`src/rtl/div_seq.sv`:
```
// div_seq: iterative restoring 32-bit signed/unsigned divider with start/busy/done handshake
// Ports:
//   i_clk, i_rst_n          rising-edge clock, asynchronous active-low reset
//   i_start                 request, sampled only while idle
//   i_is_signed             1 = two's-complement operands, captured with i_start
//   i_dividend, i_divisor   operands, captured with i_start
//   o_busy                  high while an operation is in flight
//   o_done                  one-cycle pulse when results update
//   o_quotient, o_remainder registered results, held until the next o_done
//   o_div_by_zero           registered flag, updated with o_done
module div_seq #(
    parameter int WIDTH = 32
) (
    input  logic             i_clk,
    input  logic             i_rst_n,
    input  logic             i_start,
    input  logic             i_is_signed,
    input  logic [WIDTH-1:0] i_dividend,
    input  logic [WIDTH-1:0] i_divisor,
    output logic             o_busy,
    output logic             o_done,
    output logic [WIDTH-1:0] o_quotient,
    output logic [WIDTH-1:0] o_remainder,
    output logic             o_div_by_zero
);
    localparam int CW = $clog2(WIDTH) + 1;
    typedef enum logic [1:0] {IDLE, RUN, FIX} state_t;
    state_t           r_state, w_next;
    logic [CW-1:0]    r_cnt;
    logic [WIDTH-1:0] r_rem, r_quo, r_dvs, r_a, r_quotient, r_remainder;
    logic             r_sa, r_sb, r_done, r_dz;
    logic             w_neg_a, w_neg_b, w_zero;
    logic [WIDTH-1:0] w_abs_a, w_abs_b, w_q_fix, w_r_fix;
    logic [WIDTH:0]   w_trial;
    assign w_neg_a = i_is_signed & i_dividend[WIDTH-1];
    assign w_neg_b = i_is_signed & i_divisor[WIDTH-1];
    // negating 0x80000000 yields 0x80000000, which is the correct unsigned magnitude
    assign w_abs_a = w_neg_a ? -i_dividend : i_dividend;
    assign w_abs_b = w_neg_b ? -i_divisor : i_divisor;
    // the shifted partial remainder needs WIDTH+1 bits so an unsigned divisor near 2^WIDTH still compares correctly
    assign w_trial = {r_rem, r_quo[WIDTH-1]} - {1'b0, r_dvs};
    assign w_zero  = r_dvs == '0;
    assign w_q_fix = w_zero ? '1 : (r_sa ^ r_sb) ? -r_quo : r_quo;
    assign w_r_fix = w_zero ? r_a : r_sa ? -r_rem : r_rem;
    always_comb begin
        w_next = r_state;
        if (r_state == IDLE && i_start) w_next = RUN;
        else if (r_state == RUN && r_cnt == CW'(WIDTH - 1)) w_next = FIX;
        else if (r_state == FIX) w_next = IDLE;
    end
    always_ff @(posedge i_clk or negedge i_rst_n) begin
        if (!i_rst_n) r_state <= IDLE;
        else r_state <= w_next;
    end
    always_ff @(posedge i_clk or negedge i_rst_n) begin
        if (!i_rst_n) begin
            r_cnt       <= '0;
            r_rem       <= '0;
            r_quo       <= '0;
            r_dvs       <= '0;
            r_a         <= '0;
            r_sa        <= 1'b0;
            r_sb        <= 1'b0;
            r_done      <= 1'b0;
            r_dz        <= 1'b0;
            r_quotient  <= '0;
            r_remainder <= '0;
        end else begin
            r_done <= 1'b0;
            if (r_state == IDLE && i_start) begin
                r_sa  <= w_neg_a;
                r_sb  <= w_neg_b;
                r_dvs <= w_abs_b;
                r_quo <= w_abs_a;
                r_a   <= i_dividend;
                r_rem <= '0;
                r_cnt <= '0;
            end else if (r_state == RUN) begin
                // restoring step: keep the shifted remainder when the trial subtraction goes negative
                r_rem <= w_trial[WIDTH] ? {r_rem[WIDTH-2:0], r_quo[WIDTH-1]} : w_trial[WIDTH-1:0];
                r_quo <= {r_quo[WIDTH-2:0], ~w_trial[WIDTH]};
                r_cnt <= r_cnt + 1'b1;
            end else if (r_state == FIX) begin
                r_quotient  <= w_q_fix;
                r_remainder <= w_r_fix;
                r_dz        <= w_zero;
                r_done      <= 1'b1;
            end
        end
    end
    assign o_busy        = r_state != IDLE;
    assign o_done        = r_done;
    assign o_quotient    = r_quotient;
    assign o_remainder   = r_remainder;
    assign o_div_by_zero = r_dz;
endmodule
```
`config.mk`:
```
export PLATFORM = sky130hd
export DESIGN_NAME = div_seq
export DESIGN_NICKNAME = d
export VERILOG_FILES = /design/src/rtl/div_seq.sv
export SDC_FILE = /design/constraint.sdc
export NUM_CORES = 1
export LEC_CHECK = 0
export CAP_MARGIN = 20
export CORE_UTILIZATION = 60
export DETAILED_ROUTE_END_ITERATION = 6
export GPL_TIMING_DRIVEN = 0
export HOLD_SLACK_MARGIN = 0.15
export MAX_ROUTING_LAYER = met4
export PLACE_DENSITY = 0.84
export SLEW_MARGIN = 0
export SYNTH_ARGS = -nofsm -noshare
export SYNTH_HDL_FRONTEND = slang
export SYNTH_SLANG_ARGS = --single-unit
```
`constraint.sdc`:
```
create_clock -name i_clk -period 5.7 [get_ports i_clk]
set_input_delay 1.14 -clock i_clk [delete_from_list [all_inputs] [get_ports i_clk]]
set_output_delay 1.14 -clock i_clk [all_outputs]
set_load 0.02 [all_outputs]
```
==> results of run 1 <==
-- power by group --
group | internal [mW] | switching [mW]
Combinational | 1.61 | 2.25
Sequential | 1.87 | 0.587
Clock | 0.950 | 0.618
-- critical path: cells and delay by family, from the launching register on --
| kind | cells | cell delay (ps) |
|---|---|---|
| compound gates | 5 | 1620 |
| fa+ha+maj | 2 | 650 |
| buf+inv | 4 | 1020 |
| flops | 1 | 450 |
| mux | 1 | 180 |
| simple gates | 2 | 170 |
-- registers in the layout, summed over array words and instances (netlist names) --
| register | flops |
|---|---|
| o_quotient | 32 |
| o_remainder | 32 |
| r_a | 32 |
| r_dvs | 32 |
| r_quo | 32 |
| r_rem | 32 |
| r_cnt | 6 |
| r_state | 2 |
| o_div_by_zero | 1 |
| o_done | 1 |
| r_sa | 1 |
| r_sb | 1 |
-- per-layer routing --
metal / wire length, um / vias to the layer above / part of all wire / track usage
met5: 0 / - / 0 / -
met4: 1520 / 0 / 0.040 / 0.142
met3: 3130 / 93 / 0.083 / 0.0611
met2: 17200 / 562 / 0.46 / 0.559
met1: 15900 / 5642 / 0.42 / 0.481
li1: - / 5754 / - / -
-- worst max-delay path by stage --
stage | slack (ps) | start | end | cells after the start
6_report | 1490 | r_quo[31]$_DFFE_PN0P_ | r_rem[29]$_DFFE_PN0P_ | 14
3_3_place_gp | -4740 | i_rst_n | r_cnt[0]$_DFFE_PN0P_ | 1
4_1_cts | 1500 | r_quo[31]$_DFFE_PN0P_ | r_rem[29]$_DFFE_PN0P_ | 14
2_1_floorplan | 2280 | i_divisor[1] | r_dvs[25]$_DFFE_PN0P_ | 9
5_1_grt | 1260 | i_divisor[1] | r_dvs[25]$_DFFE_PN0P_ | 10
3_5_place_dp | 1090 | i_divisor[1] | r_dvs[27]$_DFFE_PN0P_ | 10
-- area by class of cell --
class                           instances  area, um2
Buffer                                 87        388
Clock buffer                           34        739
Clock inverter                          9       86.3
Fill cell                            1604       5230
Inverter                               54        203
Multi-Input combinational cell       1223       7030
Sequential cell                       204       5100
Tap cell                              270        338
Timing Repair Buffer                  136       1380
-- through the flow --
step           setup WS [ps]  cell area, um2  setup TNS (ps)
6_report                1490           15300               0
4_1_cts                 1500           15300               0
3_5_place_dp            1090           14400               0
2_1_floorplan           2280           12700               0
5_1_grt                 1260           15300               0
3_3_place_gp           -4740           14400         -962020
-- kinds of logic after synthesis --
group	count (synthesis)	synth area share
mux	14	0.0110
compound gates	424	0.196
xor+xnor	148	0.102
flops	204	0.401
fa+ha+maj	38	0.0380
simple gates	599	0.205
buf+inv	141	0.0464
-- cells in the final DEF (no fill, tap or decap), types with 6 or more instances in the layout --
master | netlist | routed
nand3_1 | 42 | 42
or3_1 | 11 | 11
o21a_1 | 8 | 8
clkbuf_1 | 73 | 74
xor2_1 | 88 | 88
clkbuf_16 | 0 | 25
and3_1 | 9 | 9
ha_1 | 37 | 37
or4_1 | 9 | 9
clkbuf_8 | 1 | 9
clkdlybuf4s50_1 | 0 | 133
a31oi_1 | 36 | 36
mux2i_1 | 14 | 14
and2_1 | 8 | 8
o41ai_1 | 11 | 11
nand2_1 | 288 | 288
nor4_1 | 18 | 18
nand2b_1 | 6 | 6
a21oi_1 | 137 | 137
nand4_1 | 6 | 6
o21ai_0 | 143 | 143
inv_1 | 53 | 53
xnor2_1 | 60 | 60
nor2_1 | 160 | 160
o31ai_1 | 19 | 19
dfrtp_1 | 204 | 204
o21bai_1 | 6 | 6
nor3_1 | 18 | 18
a21o_1 | 22 | 22
==> run_results.csv, run 1 <==
group,metric,value,unit
setup_path,r2r.worst_path.cells,14,
routing,routed_wl,37.7,mm
synthesis,yosysWarnings,0,
finish,fin_cells,2017,
global_routing,grt_pass1_vias,11500,
timing,hold_ws,472,ps
global_routing,grt_use_total,0.363,
clock_network,cts_buffers,24,
clock_network,htreeDepth,1,
power_and_ir_drop,p_leak,6.79,nW
setup_path,timing.rr.start,"r_quo[31]$_DFFE_PN0P_",
setup_path,worstPathRequired,6100,ps
floorplanning,num_rows,52,
floorplanning,die_h,148,um
timing,max_slew.worst_pin.slew,904,ps
worst_hold_path,holdPathEnd,"o_quotient[2]$_DFFE_PN0P_",
run,cap_viol_max_count,0,
floorplanning,start_util,0.621,
finish,nNetsFinal,1836,
power_and_ir_drop,ir_worst_vdd,276,uV
clock_network,cts_hold_buf,0,
synthesis,synth_nets,1674,
worst_hold_path,hold_path_depth,2,
worst_hold_path,hp-class,"reg -> reg",
synthesis,synth_top_flop_cell,"dfrtp_1",
routing,drtAntennaViolNets,0,
floorplanning,coreArea,0.0205,mm2
synthesis,syn_area_per_cell,8.11,um2
timing,rsz0062_at_grt,"false",
finish,drive_above_1_share,0.0424,
timing,setup_violations,0,
finish,fin_util,0.745,
routing,dr.pass1.iters,6,
synthesis,synth_area_leader_cell,"dfrtp_1",
power_and_ir_drop,fin_total_pwr,7.88,mW
setup_path,cp_data_arrival_time,4610,ps
global_routing,grt_antenna_before_repair,1,
synthesis,synth_area_leaders,"dfrtp_1 (40%), nand2_1 (8.5%), xor2_1 (6.1%)",
clock_network,cts_tree,"done",
synthesis,ys_ff_latch,204,
routing,drt_iter0_markers,1013,
finish,antennaDiodeCount,0,
setup_path,crit_fanout,10,
place,io_buffers,134,
synthesis,synth-seq-area-share,0.401,
synthesis,synth_commonest_cells,"nand2_1 (288), dfrtp_1 (204), nor2_1 (160)",
timing,clock_skew,10.8,ps
synthesis,ys_types,67,
synthesis,synth-edff-count,0,
synthesis,netlist.area_leader.share,0.401,
global_routing,overflow,0,
routing,vias_per_cell,5.97,
synthesis,syn_inst,1568,
worst_hold_path,holdCritStartpoint,"o_quotient[2]$_DFFE_PN0P_",
timing,drv_slew,0,
place,dp.cells,1973,
routing,vias,12100,
timing,hold_violations,0,
synthesis,async_flop_share,1.00,
routing,drc,0,
global_routing,grt_pass1_wl,60.3,mm
clock_network,clock_latency,520,ps
routing,drt-wirelength-per-cell,18.7,um
finish,area_delta_synth_final,20.0,%
setup_path,start_kind,"flip-flop",
setup_path,critPathMaxStageDelay,520,ps
clock_network,postCtsResizedCells,0,
setup_path,r2r-end,"r_rem[29]$_DFFE_PN0P_",
timing,timing.slew.headroom,0.392,
place,hpwl,29.1,mm
power_and_ir_drop,power_density,516,mW/mm2
setup_path,worstSetupPathType,"reg -> reg",
clock_network,cts_sinks,204,
synthesis,netlist_area,0.0127,mm2
timing,min_period,4210,ps
setup_path,worst_setup_path_end_kind,"flip-flop",
clock_network,cts_root_buf,"clkbuf_16",
setup_path,critPathSlowestCell,"a2111o_1",
timing,fmax,237,MHz
setup_path,cp_cell_sequence,"inv_1 -> ha_1 -> fa_1 -> inv_1 -> a21o_1 -> a211oi_1 -> a2111o_1 -> a2111o_1 -> o211ai_1 -> buf_2 -> buf_1 -> nor2_1 -> mux2i_1 -> nand2_1",
synthesis,synth.most_common_cell,"nand2_1",
floorplanning,fp.dieW,148,um
clock_network,cts_setup_buffers,0,
floorplanning,dieArea,0.0218,mm2
clock_network,clk_pin_slew,60,ps
global_routing,grt_max_degree,105,
setup_path,regToRegSetupSlack,1490,ps
timing,fin_crit_sh,0.739,
place,globalplace.congestion,0.943,
status,status,"finished clean",
clock_network,cts.path.max_buffers,3,
floorplanning,io-pin-count,135,
No activity file was read; power rests on OpenSTA's default activity.
==> inputs of run 2 (changes only) <==
--- a/config.mk
+++ b/config.mk
@@ -6,12 +6,12 @@
 export NUM_CORES = 1
 export LEC_CHECK = 0
 export CAP_MARGIN = 20
-export CORE_UTILIZATION = 60
+export CORE_UTILIZATION = 52
 export DETAILED_ROUTE_END_ITERATION = 6
 export GPL_TIMING_DRIVEN = 0
 export HOLD_SLACK_MARGIN = 0.15
 export MAX_ROUTING_LAYER = met4
-export PLACE_DENSITY = 0.84
+export PLACE_DENSITY = 0.77
 export SLEW_MARGIN = 0
 export SYNTH_ARGS = -nofsm -noshare
 export SYNTH_HDL_FRONTEND = slang
==> constraint.sdc (replaced) <==
create_clock -name i_clk -period 3.76 [get_ports i_clk]
set_input_delay 0.752 -clock i_clk [delete_from_list [all_inputs] [get_ports i_clk]]
set_output_delay 0.752 -clock i_clk [all_outputs]
set_load 0.02 [all_outputs]
==> run 2 against run 1 <==
  * Flip-flop and latch count unchanged
  * Core utilization decreased by 10 points
  * Critical path depth decreased by 1
  * Final area increased by 0.35%
==> run_results.csv, run 2 (synthesized netlist as in run 1, its figures left out) <==
group,metric,value,unit
status,status,"finished clean",
setup_path,worstPathRequired,4150,ps
floorplanning,fp.dieW,158,um
floorplanning,coreArea,0.0238,mm2
power_and_ir_drop,power_density,785,mW/mm2
global_routing,grt_antenna_before_repair,1,
power_and_ir_drop,p_leak,6.78,nW
floorplanning,dieArea,0.0251,mm2
timing,min_period,3650,ps
setup_path,start_kind,"flip-flop",
setup_path,r2r.worst_path.cells,13,
power_and_ir_drop,ir_worst_vdd,327,uV
finish,fin_util,0.645,
clock_network,cts_root_buf,"clkbuf_16",
place,post_dp_cell_area,0.0145,mm2
clock_network,cts_sinks,204,
timing,max_slew.worst_pin.slew,1140,ps
floorplanning,num_rows,56,
setup_path,regToRegSetupSlack,110,ps
setup_path,cp_data_arrival_time,4040,ps
worst_hold_path,hp-class,"in -> async",
floorplanning,die_h,158,um
setup_path,setup.worst_path.start,"r_quo[31]$_DFFE_PN0P_",
timing,fin_crit_sh,0.970,
clock_network,cts_tree,"done",
routing,drt_iter0_markers,973,
clock_network,cts_buffers,23,
global_routing,grt_pass1_wl,59.7,mm
setup_path,crit_fanout,10,
timing,tns,0,ps
finish,fillerInstances,2055,
place,globalplace.congestion,0.953,
floorplanning,start_util,0.536,
setup_path,crit_end,"r_rem[19]$_DFFE_PN0P_",
timing,drv_slew,0,
timing,setup_violations,0,
timing,hold_ws,228,ps
timing,timing.slew.headroom,0.231,
finish,final_common_cell,"nand2_1",
floorplanning,io-pin-count,135,
finish,area_delta_synth_final,20.4,%
global_routing,grt_pass1_vias,11100,
routing,drt-wirelength-per-cell,18.4,um
finish,final_cell_mix,"nand2_1 (288), dfrtp_1 (203), nor2_1 (160)",
routing,vias,11900,
clock_network,clk_pin_slew,70,ps
clock_network,clock_latency,520,ps
routing,drtAntennaViolNets,0,
global_routing,grt_use_total,0.319,
run,cap_viol_max_count,0,
finish,nNetsFinal,1835,
global_routing,overflow,0,
routing,routed_wl,37.9,mm
finish,drive_above_1_share,0.0436,
routing,drc,0,
setup_path,worstSetupPathType,"reg -> reg",
timing,clock_skew,12.4,ps
timing,rsz0062_at_grt,"false",
timing,fmax,274,MHz
setup_path,timing.rr.start,"r_quo[31]$_DFFE_PN0P_",
setup_path,r2r-end,"r_rem[19]$_DFFE_PN0P_",
global_routing,grt_max_degree,119,
routing,dr.pass1.iters,5,
clock_network,cts.path.max_buffers,3,
routing,vias_per_cell,5.77,
place,hpwl,29.4,mm
setup_path,worst_setup_path_end_kind,"flip-flop",
timing,hold_violations,0,
place,io_buffers,134,
finish,fin_area,0.0153,mm2
clock_network,htreeDepth,1,
## run 2: worst min path at each step
| stage | from | slack [ps] | end | cells past startpoint |
|---|---|---|---|---|
| after floorplan | r_a[13]$_DFFE_PN0P_ | 450 | r_a[13]$_DFFE_PN0P_ | 2 |
| after global placement | o_quotient[0]$_DFFE_PN0P_ | 450 | o_quotient[0]$_DFFE_PN0P_ | 2 |
| after detailed placement | o_div_by_zero$_DFFE_PN0P_ | 460 | o_div_by_zero$_DFFE_PN0P_ | 2 |
| after CTS | i_rst_n | 240 | o_remainder[11]$_DFFE_PN0P_ | 1 |
| after global routing | i_rst_n | 290 | o_remainder[20]$_DFFE_PN0P_ | 1 |
| final | i_rst_n | 230 | r_a[14]$_DFFE_PN0P_ | 1 |
## run 2: stage by stage
step           power (mW)  setup WS [ps]  instances
2_1_floorplan        7.86            498       1568
6_report             12.0            114       2064
5_1_grt              12.9           8.71       2064
3_5_place_dp         9.45           -485       2022
4_1_cts              11.9           41.8       2063
3_3_place_gp         9.33          -6410       2021
## run 2: critical path, stage by stage (launching register included)
cell      delay, ps
dfrtp_2         430
inv_1           100
ha_1            240
fa_1            410
inv_1            80
a21o_1          130
a211oi_1        120
a2111o_1        490
a2111o_1        510
o211ai_1        240
buf_4           240
buf_4           230
mux2i_1         220
o21ai_0          90
## run 2: layout make-up
type                    instances  area, um2  share of cell area
diodes                          1       2.50            0.000163
clock inverters                12        154              0.0100
plain buffers                  86        398              0.0260
well taps                     319        399              0.0261
multi-input cells            1223       7030               0.459
clock buffers                  28        624              0.0408
repair buffers                137       1400              0.0915
flip-flops and latches        204       5110               0.333
inverters                      54        203              0.0132
## run 2: timing repair
action | in CTS | in global routing
pin swaps | 1 | 0
endpoints found under the hold margin | 0 | 0
resized for setup | 5 | 5
buffers inserted | 2 | 0
setup endpoints to repair | 33 | 21
hold buffers | 0 | 0
## run 2: routing by layer
metal | vias to the layer above | GRT usage | share of wire
met5 | - | - | 0
met4 | 0 | 0.142 | 0.042
met3 | 87 | 0.0427 | 0.072
met2 | 452 | 0.489 | 0.45
met1 | 5620 | 0.425 | 0.43
li1 | 5756 | - | -
## run 2: power breakdown
part / total [mW] / internal [mW] / switching (mW)
registers: 3.69 / 2.83 / 0.858
clock network: 2.34 / 1.39 / 0.943
logic: 6.00 / 2.55 / 3.45
total: 12.0 / 6.77 / 5.25
